[config.mk]
export PLATFORM = sky130hd
export DESIGN_NAME = i2c_txn_arbiter_flat
export DESIGN_NICKNAME = d
export VERILOG_FILES = /design/src/rtl/i2c_ctrl_pkg.sv /design/src/rtl/i2c_txn_arbiter_if.sv /design/src/rtl/i2c_rr_arbiter.sv /design/src/rtl/i2c_txn_arbiter.sv /design/src/flat_wrapper.sv
export SDC_FILE = /design/constraint.sdc
export NUM_CORES = 1
export LEC_CHECK = 0
export CORE_MARGIN = 2
export CORE_UTILIZATION = 44
export CTS_CLUSTER_DIAMETER = 200
export CTS_CLUSTER_SIZE = 20
export DETAILED_ROUTE_END_ITERATION = 16
export PLACE_DENSITY = 0.8
export SYNTH_ARGS = -nofsm -noshare
export SYNTH_HDL_FRONTEND = slang
export SYNTH_HIERARCHICAL = 1
export SYNTH_SLANG_ARGS = --single-unit
[constraint.sdc]
create_clock -name clk -period 2.8 [get_ports clk]
set_input_delay 0.56 -clock clk [delete_from_list [all_inputs] [get_ports clk]]
set_output_delay 0.56 -clock clk [all_outputs]
set_load 0.05 [all_outputs]
[src/rtl/i2c_ctrl_pkg.sv]
// Shared definitions for the I2C transaction arbiter.
//   arb_state_t     : FSM state encoding (also exported on the debug port)
//   DEF_*           : default field widths and timeout limits
//   max_int()       : constant-expression helper used to size the timeout counter
package i2c_ctrl_pkg;

    typedef enum logic [1:0] {
        ST_IDLE    = 2'd0,
        ST_LAUNCH  = 2'd1,
        ST_ACTIVE  = 2'd2,
        ST_RELEASE = 2'd3
    } arb_state_t;

    localparam int DEF_ADDR_LEN   = 7;
    localparam int DEF_DATA_LEN   = 8;
    localparam int DEF_LAUNCH_TMO = 16;
    localparam int DEF_TXN_TMO    = 4096;

    function automatic int max_int(input int a, input int b);
        return (a > b) ? a : b;
    endfunction

endpackage

[src/rtl/i2c_txn_arbiter_if.sv]
// Bundle of requester-side and master-side signals around the arbiter.
//   slave  modport : the arbiter's view (requests and m_free in, grants and m_* out)
//   master modport : the environment's view (requesters plus the I2C master)
//
// Handshake: req[i] is a level request. The arbiter answers with a one-hot
// gnt that stays high for the whole transaction, then exactly one of
// done[i]/err[i] pulses for one cycle while gnt[i] is still high. The
// requester drops req[i] by the cycle after that pulse; a req still high once
// the arbiter is back in IDLE counts as a fresh request. On the master side,
// m_start is held while the arbiter waits for m_free to fall, and a rising
// m_free afterwards marks the end of the transfer.
interface i2c_txn_arbiter_if
    import i2c_ctrl_pkg::*;
#(
    parameter int ADDR_LEN = DEF_ADDR_LEN,
    parameter int DATA_LEN = DEF_DATA_LEN
);
    logic [1:0]            req;
    logic [2*ADDR_LEN-1:0] req_addr;
    logic [1:0]            req_rw;
    logic [2*DATA_LEN-1:0] req_data1;
    logic [2*DATA_LEN-1:0] req_data2;
    logic [1:0]            gnt;
    logic [1:0]            done;
    logic [1:0]            err;
    logic                  busy;
    logic                  m_start;
    logic [ADDR_LEN-1:0]   m_add_reg;
    logic                  m_r_w;
    logic [DATA_LEN-1:0]   m_data_1;
    logic [DATA_LEN-1:0]   m_data_2;
    logic                  m_free;

    modport slave (
        input  req, req_addr, req_rw, req_data1, req_data2, m_free,
        output gnt, done, err, busy, m_start, m_add_reg, m_r_w, m_data_1, m_data_2
    );

    modport master (
        output req, req_addr, req_rw, req_data1, req_data2, m_free,
        input  gnt, done, err, busy, m_start, m_add_reg, m_r_w, m_data_1, m_data_2
    );

endinterface

[src/rtl/i2c_rr_arbiter.sv]
// Two-way round-robin pick.
//   req      : request vector, bit i = requester i
//   last_gnt : index of the requester served most recently
//   pick     : one-hot winner, zero when nobody requests
module i2c_rr_arbiter (
    input  logic [1:0] req,
    input  logic       last_gnt,
    output logic [1:0] pick
);

    always_comb begin
        pick = 2'b00;
        case (req)
            2'b01:   pick = 2'b01;
            2'b10:   pick = 2'b10;
            // On a tie the requester that was not served last time wins.
            2'b11:   pick = last_gnt ? 2'b01 : 2'b10;
            default: pick = 2'b00;
        endcase
    end

endmodule

[src/rtl/i2c_txn_arbiter.sv]
// Arbitrates two requesters onto one I2C master and supervises each
// transaction with launch and completion timeouts.
//   clk, rst  : rising-edge clock, synchronous active-high reset
//   bus       : requester and master signals (slave modport)
//   dbg_state : current FSM state
module i2c_txn_arbiter
    import i2c_ctrl_pkg::*;
#(
    parameter int ADDR_LEN   = DEF_ADDR_LEN,
    parameter int DATA_LEN   = DEF_DATA_LEN,
    parameter int LAUNCH_TMO = DEF_LAUNCH_TMO,
    parameter int TXN_TMO    = DEF_TXN_TMO
) (
    input  logic                clk,
    input  logic                rst,
    i2c_txn_arbiter_if.slave    bus,
    output arb_state_t          dbg_state
);

    // One spare bit above the largest limit so the saturated value can never
    // alias back below a limit.
    localparam int CNT_W = $clog2(max_int(LAUNCH_TMO, TXN_TMO)) + 1;
    // The counter reads k during the (k+1)-th cycle in a state, so the limit
    // is reached on the LAUNCH_TMO-th / TXN_TMO-th cycle.
    localparam logic [CNT_W-1:0] LAUNCH_LIM = CNT_W'(LAUNCH_TMO - 1);
    localparam logic [CNT_W-1:0] TXN_LIM    = CNT_W'(TXN_TMO - 1);

    arb_state_t          state_q, state_d;
    logic [CNT_W-1:0]    tmo_cnt_q;
    logic [1:0]          gnt_q, done_q, err_q, pick;
    logic                last_gnt_q;
    logic                grant_en, done_set, err_set;
    logic                sel;
    logic [ADDR_LEN-1:0] m_add_q;
    logic                m_rw_q;
    logic [DATA_LEN-1:0] m_d1_q, m_d2_q;

    i2c_rr_arbiter u_rr (
        .req      (bus.req),
        .last_gnt (last_gnt_q),
        .pick     (pick)
    );

    assign sel = pick[1];

    always_comb begin
        state_d  = state_q;
        grant_en = 1'b0;
        done_set = 1'b0;
        err_set  = 1'b0;
        case (state_q)
            ST_IDLE: begin
                if (bus.req != 2'b00 && bus.m_free) begin
                    grant_en = 1'b1;
                    state_d  = ST_LAUNCH;
                end
            end
            ST_LAUNCH: begin
                // The master taking the request wins over a simultaneous timeout.
                if (!bus.m_free) begin
                    state_d = ST_ACTIVE;
                end else if (tmo_cnt_q >= LAUNCH_LIM) begin
                    err_set = 1'b1;
                    state_d = ST_RELEASE;
                end
            end
            ST_ACTIVE: begin
                if (bus.m_free) begin
                    done_set = 1'b1;
                    state_d  = ST_RELEASE;
                end else if (tmo_cnt_q >= TXN_LIM) begin
                    err_set = 1'b1;
                    state_d = ST_RELEASE;
                end
            end
            ST_RELEASE: state_d = ST_IDLE;
            default:    state_d = ST_IDLE;
        endcase
    end

    always_ff @(posedge clk) begin
        if (rst) begin
            state_q    <= ST_IDLE;
            tmo_cnt_q  <= '0;
            gnt_q      <= 2'b00;
            done_q     <= 2'b00;
            err_q      <= 2'b00;
            last_gnt_q <= 1'b1;
            m_add_q    <= '0;
            m_rw_q     <= 1'b0;
            m_d1_q     <= '0;
            m_d2_q     <= '0;
        end else begin
            state_q <= state_d;

            if (state_d != state_q) begin
                tmo_cnt_q <= '0;
            end else if (tmo_cnt_q != '1) begin
                tmo_cnt_q <= tmo_cnt_q + CNT_W'(1);
            end

            // Pulses land in the RELEASE cycle, where gnt is still held.
            done_q <= done_set ? gnt_q : 2'b00;
            err_q  <= err_set  ? gnt_q : 2'b00;

            if (grant_en) begin
                gnt_q   <= pick;
                m_add_q <= sel ? bus.req_addr[2*ADDR_LEN-1:ADDR_LEN]  : bus.req_addr[ADDR_LEN-1:0];
                m_rw_q  <= bus.req_rw[sel];
                m_d1_q  <= sel ? bus.req_data1[2*DATA_LEN-1:DATA_LEN] : bus.req_data1[DATA_LEN-1:0];
                m_d2_q  <= sel ? bus.req_data2[2*DATA_LEN-1:DATA_LEN] : bus.req_data2[DATA_LEN-1:0];
            end else if (state_q == ST_RELEASE) begin
                gnt_q      <= 2'b00;
                last_gnt_q <= gnt_q[1];
            end
        end
    end

    assign bus.gnt       = gnt_q;
    assign bus.done      = done_q;
    assign bus.err       = err_q;
    assign bus.busy      = (state_q != ST_IDLE);
    assign bus.m_start   = (state_q == ST_LAUNCH);
    assign bus.m_add_reg = m_add_q;
    assign bus.m_r_w     = m_rw_q;
    assign bus.m_data_1  = m_d1_q;
    assign bus.m_data_2  = m_d2_q;
    assign dbg_state     = state_q;

endmodule

[src/flat_wrapper.sv]
// flat-port wrapper written by rule: the top's interface ports become plain ports
module i2c_txn_arbiter_flat import i2c_ctrl_pkg::*;
#(
    parameter int ADDR_LEN   = DEF_ADDR_LEN,
    parameter int DATA_LEN   = DEF_DATA_LEN,
    parameter int LAUNCH_TMO = DEF_LAUNCH_TMO,
    parameter int TXN_TMO    = DEF_TXN_TMO
)
  (clk, rst, dbg_state, bus_req, bus_req_addr, bus_req_rw, bus_req_data1, bus_req_data2, bus_m_free, bus_gnt, bus_done, bus_err, bus_busy, bus_m_start, bus_m_add_reg, bus_m_r_w, bus_m_data_1, bus_m_data_2);
  i2c_txn_arbiter_if #(.ADDR_LEN(ADDR_LEN), .DATA_LEN(DATA_LEN)) bus_i ();
  input  logic clk;
  input  logic rst;
  output arb_state_t dbg_state;
  input wire logic [$bits(bus_i.req)-1:0] bus_req;
  input wire logic [$bits(bus_i.req_addr)-1:0] bus_req_addr;
  input wire logic [$bits(bus_i.req_rw)-1:0] bus_req_rw;
  input wire logic [$bits(bus_i.req_data1)-1:0] bus_req_data1;
  input wire logic [$bits(bus_i.req_data2)-1:0] bus_req_data2;
  input wire logic [$bits(bus_i.m_free)-1:0] bus_m_free;
  output wire logic [$bits(bus_i.gnt)-1:0] bus_gnt;
  output wire logic [$bits(bus_i.done)-1:0] bus_done;
  output wire logic [$bits(bus_i.err)-1:0] bus_err;
  output wire logic [$bits(bus_i.busy)-1:0] bus_busy;
  output wire logic [$bits(bus_i.m_start)-1:0] bus_m_start;
  output wire logic [$bits(bus_i.m_add_reg)-1:0] bus_m_add_reg;
  output wire logic [$bits(bus_i.m_r_w)-1:0] bus_m_r_w;
  output wire logic [$bits(bus_i.m_data_1)-1:0] bus_m_data_1;
  output wire logic [$bits(bus_i.m_data_2)-1:0] bus_m_data_2;
  assign bus_i.req = bus_req;
  assign bus_i.req_addr = bus_req_addr;
  assign bus_i.req_rw = bus_req_rw;
  assign bus_i.req_data1 = bus_req_data1;
  assign bus_i.req_data2 = bus_req_data2;
  assign bus_i.m_free = bus_m_free;
  assign bus_gnt = bus_i.gnt;
  assign bus_done = bus_i.done;
  assign bus_err = bus_i.err;
  assign bus_busy = bus_i.busy;
  assign bus_m_start = bus_i.m_start;
  assign bus_m_add_reg = bus_i.m_add_reg;
  assign bus_m_r_w = bus_i.m_r_w;
  assign bus_m_data_1 = bus_i.m_data_1;
  assign bus_m_data_2 = bus_i.m_data_2;
  i2c_txn_arbiter #(.ADDR_LEN(ADDR_LEN), .DATA_LEN(DATA_LEN), .LAUNCH_TMO(LAUNCH_TMO), .TXN_TMO(TXN_TMO)) u_core (.clk(clk), .rst(rst), .bus(bus_i), .dbg_state(dbg_state));
endmodule
==> run summary, run 1 <==
Ranking of synthesized cells by area: dfxtp_1 (39%), mux2i_1 (11%), a211oi_1 (7.7%), nor2_1 (5.9%), nor3_2 (4.3%)
Final hold vios: 0
Syn Nets: 304
R2R depth: 8
Skew-Pair Late Insertion Delay: 0.29 ns
Crit Path Category: flop to output pin
Number of CTS-inserted buffers: 5
Worst Hold End: u_core/bus.m_data_1[4]$_SDFFE_PP0P_
Psw: 1.17 mW
Part of the cycle the worst path needs: 0.914
Worst r2r src: u_core/dbg_state[0]$_SDFF_PP0_
Initial antenna violation count: 0
Setup ws final: 0.240 ns
First-pass GRT wire length: 9.82 mm
Post-Route Setup TNS: 0 ns
CTS tree: done
Slew Limit Headroom: 0.635
RR Endpoint: u_core/tmo_cnt_q[4]$_SDFFE_PP0P_
Setup crit start kind: flop
Die area: 5920 um^2
Post-Syn Instances: 244
Share of power burned in registers: 0.300
Hold Crit Start: u_core/bus.m_data_1[4]$_SDFFE_PP0P_
Residual DRC: 0
Placer Congestion: 0.885
# placed instances: 393
Core Box Area: 5110 um^2
Port Buffers: 86
Net Sw Frac: 0.419
CTS clk-pin slew, worst paths: 0.09 ns
Count of state elements after synthesis: 46
Peak VDD IR: 0.000393 V
WL/cell: 14.8 um
Final ANT Viol Nets: 0
Post-cts gate resize count: 0
Max-cap violations: 0
Mapped cell area: 2340 um^2
Status: finished, final reports clean
Yosys top cell by area: dfxtp_1
Area growth syn-to-layout: 47.1%
DP Worst Slack: 0.409 ns
Register area share after synthesis: 0.393
Clk pwr share: 0.218
Clk_skew: 0.00410 ns
Die X: 77.0 um
Hold Crit Class: flop to flop
Total leakage power: 1.32 nW
Worst Path Required: 2.24 ns
Post-route non-filler standard cell count: 401
Postcts setup bufs: 0
Ys Warns: 6
Top reg by flops: u_core/tmo_cnt_q
Worst slew pin tran: 0.545 ns
RSZ-0062 raised after global routing: false
Detailed Route Iter0 Violations: 51
CTS max path bufs: 2
Arr. time, crit path: 2.00 ns
Power, Total: 2.79 mW
Post-layout nets: 390
Pint: 1.62 mW
Reg-to-reg slack, setup: 0.59 ns
Final Util: 0.675
Pins Over Slew Limit: 0
Avg Vias per Cell: 5.22
Worst Hold Depth: 2
Pre-antenna DRT Iters: 4
All-Layer GR Usage: 0.205
Top Ports: 87
Worst Setup End Kind: output pin
Final setup viols: 0
H-tree Lvls: 2
Fmax achieved: 0.391 GHz
Grt total ovfl: 0
Row Count: 26
CP Max Fanout: 9
Die Ht: 77.0 um
Largest net degree at the start of global routing: 53
Post-synthesis area per instance: 9.60 um^2
Via count: 2092
Crit path from: u_core/dbg_state[1]$_SDFF_PP0_
Max reg flops: 13
Comb power frac: 0.482
ANT cells: 0
Cts hold-fix bufs: 0
Cell variety after synth: 43
Power Dens Cells: 810 nW/um^2
Vias in the first global route: 2091
Final min period: 2.56 ns
Final WL: 5.94 mm
Yosys top cell area share: 0.393
Ratio of cells with drive above 1 in the final layout: 0.109
Clk sink count: 46
DP HPWL: 4.38 mm
Initial Util: 0.459
Clk Tree Root Cell: clkbuf_8
cell usage after synthesis, drive strengths merged:
| master | count |
|---|---|
| a211o | 1 |
| or4 | 1 |
| a31oi | 2 |
| nor2 | 37 |
| nand4 | 7 |
| and4 | 2 |
| nand2 | 6 |
| and2 | 2 |
| a221oi | 1 |
| dfxtp | 46 |
| o41ai | 1 |
| a2111oi | 1 |
| nor3b | 2 |
| xor2 | 7 |
| o211ai | 1 |
| nor2b | 1 |
| buf | 6 |
| nand2b | 1 |
| xnor2 | 2 |
| and3 | 1 |
| o22ai | 1 |
| o21ai | 3 |
| ha | 7 |
| nor3 | 15 |
| a211oi | 24 |
| nand3 | 10 |
| inv | 9 |
| nor4 | 3 |
| o2111ai | 1 |
| mux2i | 25 |
| and4b | 2 |
| a21boi | 2 |
| clkbuf | 8 |
| a21oi | 6 |
placed cells by master (no fill, tap or decap), types with 2 or more instances in the layout:
cell type         n
clkdlybuf4s50_1  85
dfxtp_1          46
nor2_1           36
mux2i_1          25
a211oi_1         24
nor3_2           10
inv_1             9
nand3_1           8
xor2_1            7
ha_1              7
clkbuf_8          6
nand2_1           6
a21oi_1           6
nand4_1           6
buf_4             6
nor3_1            5
nor4_1            3
bufinv_16         2
and4b_1           2
and2_1            2
a31oi_1           2
o21ai_1           2
nor3b_1           2
and4_1            2
xnor2_1           2
power groups by stage:
stage | registers, mW | clock network [mW] | logic, mW
after floorplan | 1.15 | 0 | 0.606
after CTS | 0.838 | 0.619 | 1.36
after global placement | 0.841 | 0 | 1.32
after detailed placement | 0.851 | 0 | 1.34
final | 0.837 | 0.607 | 1.35
after global routing | 0.851 | 0.640 | 1.45
cells by family (layout without fill, tap and decap cells):
family,after synthesis,in the layout,share of synthesized area
AND/OR/NAND/NOR,90,90,0.225
flip-flops,46,46,0.393
AO/OA/AOI/OAI,44,44,0.158
multiplexers,25,25,0.107
buffers and inverters,23,110,0.0459
XOR/XNOR,9,9,0.0337
adder cells (fa/ha/maj),7,7,0.0374
cell type report:
cell class / count / area, um^2
fill: 423 / 1660
multi-input combinational: 175 / 1330
sequential: 46 / 921
timing repair buffer: 93 / 928
clock buffer: 6 / 82.6
inverter: 9 / 33.8
clock inverter: 2 / 60.1
tap: 70 / 87.6
metal layers:
metal	part of all wire	GRT usage
met1	0.42	0.236
met2	0.48	0.349
met3	0.091	0.0835
met4	0.013	0.0600
met5	0	0
through the flow:
step	cell area, um^2	hold slack [ns]
floorplan	2340	0.495
global placement	3300	0.487
detailed placement	3300	0.493
CTS	3440	0.507
global route	3450	0.525
finish	3450	0.503
how the worst max path moves through the flow:
stage	to	slack, ns	cells past startpoint
2_1_floorplan	u_core/tmo_cnt_q[10]$_SDFFE_PP0P_	0.43	7
3_3_place_gp	bus_busy	0.47	4
3_5_place_dp	bus_busy	0.41	4
4_1_cts	bus_busy	0.04	4
5_1_grt	bus_m_start	0.17	3
6_report	bus_m_start	0.24	3
critical path: stages, from the launching register on:
cell	delay, ns
dfxtp_1	0.42
inv_1	0.15
ha_1	0.28
clkdlybuf4s50_1	0.85
Note: power is estimated with default switching activity, not from simulation.
==> inputs of run 2 (changes only) <==
- CORE_UTILIZATION: 44 -> 50
- DONT_BUFFER_PORTS: not set -> 1
- PLACE_DENSITY: 0.8 -> not set
==> run 2 against run 1 <==
  * Critical endpoint is now u_core/tmo_cnt_q[0]$_SDFFE_PP0P_
  * Clock power is 21% lower
  * Via count is 14% lower
  * Maximum frequency grew 15%
  * Largest power group is now registers
  * Clock skew rose by 0.0034 ns
  * Combinational power down 43%
  * Non-clock buffer count is 85 lower
  * Cell area shrank 27%
==> run summary, run 2 (synthesis gave the netlist of run 1 again) <==
All-Layer GR Usage: 0.189
Setup crit start kind: flop
DP Worst Slack: 0.581 ns
WL/cell: 16.0 um
Pre-antenna DRT Iters: 4
First-pass GRT wire length: 7.85 mm
Post-layout nets: 305
H-tree Lvls: 2
Die Ht: 72.4 um
Arr. time, crit path: 2.40 ns
Worst Path Required: 2.97 ns
Post-cts gate resize count: 0
Worst slew pin tran: 0.639 ns
Area growth syn-to-layout: 7.69%
CP Cell Sequence: ha_1 -> a21oi_1 -> o2111ai_1 -> nand3_2 -> a221oi_4 -> buf_4 -> nor3_1
CTS clk-pin slew, worst paths: 0.08 ns
Power Dens Cells: 945 nW/um^2
Status: finished, final reports clean
Initial Util: 0.527
Core Box Area: 4440 um^2
Part of the cycle the worst path needs: 0.798
Number of CTS-inserted buffers: 5
Die X: 72.4 um
Via count: 1802
Final setup viols: 0
Largest net degree at the start of global routing: 53
# placed instances: 290
Post-route cell area: 2520 um^2
Final WL: 4.76 mm
Die area: 5250 um^2
CP Max Fanout: 13
Area post-placement: 2410 um^2
Slowest-stage cell, CP: dfxtp_1
RSZ-0062 raised after global routing: false
Clk_skew: 0.00749 ns
Post-route non-filler standard cell count: 298
Port Buffers: 0
Max reg flops: 13
Avg Vias per Cell: 6.05
Commonest non-fill, non-tap cell in the layout: dfxtp_1
ANT cells: 0
Worst r2r src: u_core/tmo_cnt_q[1]$_SDFFE_PP0P_
Cts hold-fix bufs: 0
Worst Setup End Kind: flop
Clk sink count: 46
R2R depth: 7
Top reg by flops: u_core/tmo_cnt_q
Postcts setup bufs: 0
Skew-Pair Late Insertion Delay: 0.29 ns
Most frequent cells in the layout: dfxtp_1 (46), nor2_1 (36), mux2i_1 (25), a211oi_1 (24), nor3_2 (10)
Row Count: 24
Peak VDD IR: 0.000508 V
Fill cells: 390
Final hold vios: 0
DP HPWL: 3.34 mm
Slew Limit Headroom: 0.573
Crit Path Category: flop to flop
Worst Hold Depth: 1
Residual DRC: 0
Pins Over Slew Limit: 0
Placer Congestion: 0.849
Final min period: 2.23 ns
Setup ws final: 0.566 ns
Initial antenna violation count: 0
Vias in the first global route: 1748
Post-Route Setup TNS: 0 ns
Final hold slack: 0.330 ns
Clk Tree Root Cell: clkbuf_8
Hold Crit Start: rst
Max-cap violations: 0
Detailed Route Iter0 Violations: 145
Crit path from: u_core/tmo_cnt_q[1]$_SDFFE_PP0P_
Grt total ovfl: 0
Final ANT Viol Nets: 0
Top Ports: 87
Hold Crit Class: input port to flop
Total leakage power: 0.964 nW
Largest stage delay, worst path: 0.47 ns
Ratio of cells with drive above 1 in the final layout: 0.146
Fmax achieved: 0.448 GHz
CTS max path bufs: 2
CTS tree: done
[run 2: final timing paths]
kind / to / slack (ns)
setup / recovery: u_core/tmo_cnt_q[0]$_SDFFE_PP0P_ / 0.57
hold / removal: u_core/bus.m_data_2[0]$_SDFFE_PP0P_ / 0.33
setup reg to reg: u_core/tmo_cnt_q[0]$_SDFFE_PP0P_ / 0.57
hold reg to reg: u_core/tmo_cnt_q[12]$_SDFFE_PP0P_ / 0.55
[run 2: layout make-up]
cell class / count / area (um^2) / area share
clock inverter: 2 / 37.5 / 0.0149
multi-input combinational: 175 / 1330 / 0.528
inverter: 9 / 33.8 / 0.0134
clock buffer: 6 / 72.6 / 0.0288
timing repair buffer: 8 / 60.1 / 0.0238
tap: 52 / 65.1 / 0.0258
sequential: 46 / 921 / 0.365
[run 2: metal layers]
metal,track usage,vias to the layer above,wire [um]
met5,0,-,0
met3,0.0514,4,413
met4,0.0638,0,55
met2,0.312,88,2240
met1,0.239,812,2050
li1,-,898,-
[run 2: per-stage QoR]
stage / utilization / power (mW)
after floorplan: - / 1.76
after global placement: 0.543 / 1.88
after detailed placement: 0.543 / 1.91
after CTS: 0.568 / 2.40
after global routing: 0.568 / 2.52
final: 0.568 / 2.38
[run 2: where the power goes]
part / internal [mW] / switching (mW) / total, mW
clock: 0.266 / 0.214 / 0.480
combinational: 0.267 / 0.507 / 0.774
sequential: 0.757 / 0.374 / 1.13
[run 2: worst max-delay path: cells and delay by family, from the launching register on]
family	cells	cell delay, ns
flip-flops	1	0.47
AND/OR/NAND/NOR	2	0.25
adder cells (fa/ha/maj)	1	0.31
AO/OA/AOI/OAI	3	0.79
buffers and inverters	1	0.28
==> inputs of run 3 (changes only) <==
- PLACE_DENSITY: not set -> 0.68
- clock period: 2.8 -> 1.9 ns (I/O delays scaled with it)
==> run 3 against run 2 <==
  * Worst setup slack got worse by 0.54 ns
  * Utilization rose by 4.9 points
  * Count of clock-buffer cells in the layout fell by 1
  * Clock power rose by 18%
  * Worst hold slack got worse by 0.19 ns
  * Routed wire length rose by 5.2%
  * Register-to-register slack got worse by 0.54 ns
  * Cell count rose by 5.0%
  * Combinational power rose by 80%
  * Global-route usage barely moved
==> run summary, run 3 (synthesis gave the netlist of run 1 again) <==
Status: finished, final reports clean
Area growth syn-to-layout: 16.9%
Max-cap violations: 0
Crit Path Category: flop to flop
Pint: 1.94 mW
Top reg by flops: u_core/tmo_cnt_q
Setup crit start kind: flop
Die Ht: 72.4 um
Power Dens Cells: 1320 nW/um^2
ANT cells: 0
Clk sink count: 46
CTS max path bufs: 2
Via count: 1855
H-tree Lvls: 2
Met2 wire length: 2.40 mm
Clk_skew: 0.00492 ns
Initial antenna violation count: 0
Clk Tree Root Cell: clkbuf_8
Skew-Pair Late Insertion Delay: 0.29 ns
Residual DRC: 0
Pins Over Slew Limit: 0
Worst slew pin tran: 0.604 ns
Arr. time, crit path: 2.07 ns
Initial Util: 0.527
Die area: 5250 um^2
CP Max Fanout: 7
Setup ws final: 0.0223 ns
Final WL: 5.01 mm
WL/cell: 16.0 um
Max reg flops: 13
Final ANT Viol Nets: 0
Worst Setup End Kind: flop
Power, Total: 3.61 mW
Die X: 72.4 um
Fmax achieved: 0.533 GHz
Row Count: 24
Peak VDD IR: 0.000774 V
Number of CTS-inserted buffers: 5
Psw: 1.67 mW
Core Box Area: 4440 um^2
Final hold vios: 0
Commonest non-fill, non-tap cell in the layout: dfxtp_1
Met3 wire length: 369 um
Top Ports: 87
CTS clk-pin slew, worst paths: 0.08 ns
Slew Limit Headroom: 0.597
Ratio of cells with drive above 1 in the final layout: 0.264
CTS tree: done
Avg Vias per Cell: 5.93
Placer Congestion: 0.916
Clk pwr share: 0.157
First-pass GRT wire length: 7.72 mm
Detailed Route Iter0 Violations: 124
Max layer used: met4
Cts hold-fix bufs: 0
Comb power frac: 0.385
DP Worst Slack: 0.00161 ns
Met1 wire length: 2.17 mm
Share of power burned in registers: 0.458
All-Layer GR Usage: 0.189
Final setup viols: 0
Grt total ovfl: 0
Vias in the first global route: 1631
Port Buffers: 0
Net Sw Frac: 0.463
Final min period: 1.88 ns
Final hold slack: 0.145 ns
Total leakage power: 1.06 nW
DP HPWL: 3.48 mm
Largest net degree at the start of global routing: 53
Pre-antenna DRT Iters: 4
Most frequent cells in the layout: dfxtp_1 (38), nor2_1 (36), mux2i_1 (25), a211oi_1 (24), buf_4 (19)
Post-layout nets: 321
Worst Path Required: 2.09 ns
Part of the cycle the worst path needs: 0.988
Hold Crit Class: input port to flop
==> run 3: cell count changes in the layout (fill, tap and decap cells not counted), moves of 2 or more <==
| cell | delta |
|---|---|
| buf_4 | +11 |
| dfxtp_1 | -8 |
| dfxtp_2 | +4 |
| ha_1 | -2 |
| buf_6 | +2 |
| dfxtp_4 | +4 |
| buf_12 | +3 |
| clkinv_2 | +2 |
==> run 3: final cells by class <==
class	instances	area, um^2
repair buffers	24	225
fillers	400	1710
clock inverters	2	10.0
clock buffers	5	68.8
well taps	52	65.1
flip-flops and latches	46	941
inverters	9	33.8
multi-input cells	175	1400
==> run 3: power by group through the flow <==
stage | clock (mW) | sequential, mW | combinational (mW)
after floorplan | 0 | 1.72 | 0.906
after global placement | 0 | 1.67 | 1.32
after detailed placement | 0 | 1.67 | 1.33
after CTS | 0.595 | 1.65 | 1.33
after global routing | 0.624 | 1.68 | 1.51
final | 0.566 | 1.65 | 1.39
==> run 3: per-layer routing <==
metal,track usage,vias to the layer above
met3,0.0556,8
met5,0,-
met1,0.244,848
met4,0.0658,0
li1,-,923
met2,0.303,76
==> run 3: worst paths after layout <==
kind	from	slack [ns]	cells after the start	end
setup / recovery	u_core/tmo_cnt_q[1]$_SDFFE_PP0P_	0.02	7	u_core/tmo_cnt_q[11]$_SDFFE_PP0P_
hold / removal	rst	0.14	1	u_core/bus.gnt[0]$_SDFFE_PP0P_
setup reg to reg	u_core/tmo_cnt_q[1]$_SDFFE_PP0P_	0.02	7	u_core/tmo_cnt_q[11]$_SDFFE_PP0P_
hold reg to reg	u_core/tmo_cnt_q[12]$_SDFFE_PP0P_	0.57	2	u_core/tmo_cnt_q[12]$_SDFFE_PP0P_
==> run 3: worst max-delay path, stage by stage (launching register included) <==
cell and delay [ns]:
dfxtp_4 0.39, ha_4 0.17, nand4_1 0.13, or4_4 0.61
buf_6 0.17, nand3_2 0.09, xor2_2 0.17, nor3_2 0.05
==> run 3: stage by stage <==
| step | instances | instance area (um^2) | TNS (ns) | util |
|---|---|---|---|---|
| 6_report | 313 | 2740 | 0 | 0.616 |
| 3_3_place_gp | 299 | 2540 | 0 | 0.572 |
| 4_1_cts | 306 | 2630 | 0 | 0.591 |
| 3_5_place_dp | 299 | 2540 | 0 | 0.572 |
| 2_1_floorplan | 244 | 2370 | 0 | - |
| 5_1_grt | 313 | 2740 | -0.0922 | 0.616 |
==> run 3: repair_timing <==
item / CTS / global route
buffers inserted: 0 / 7
resized for setup: 1 / 17
pin swaps: 0 / 4
setup endpoints to repair: 8 / 13
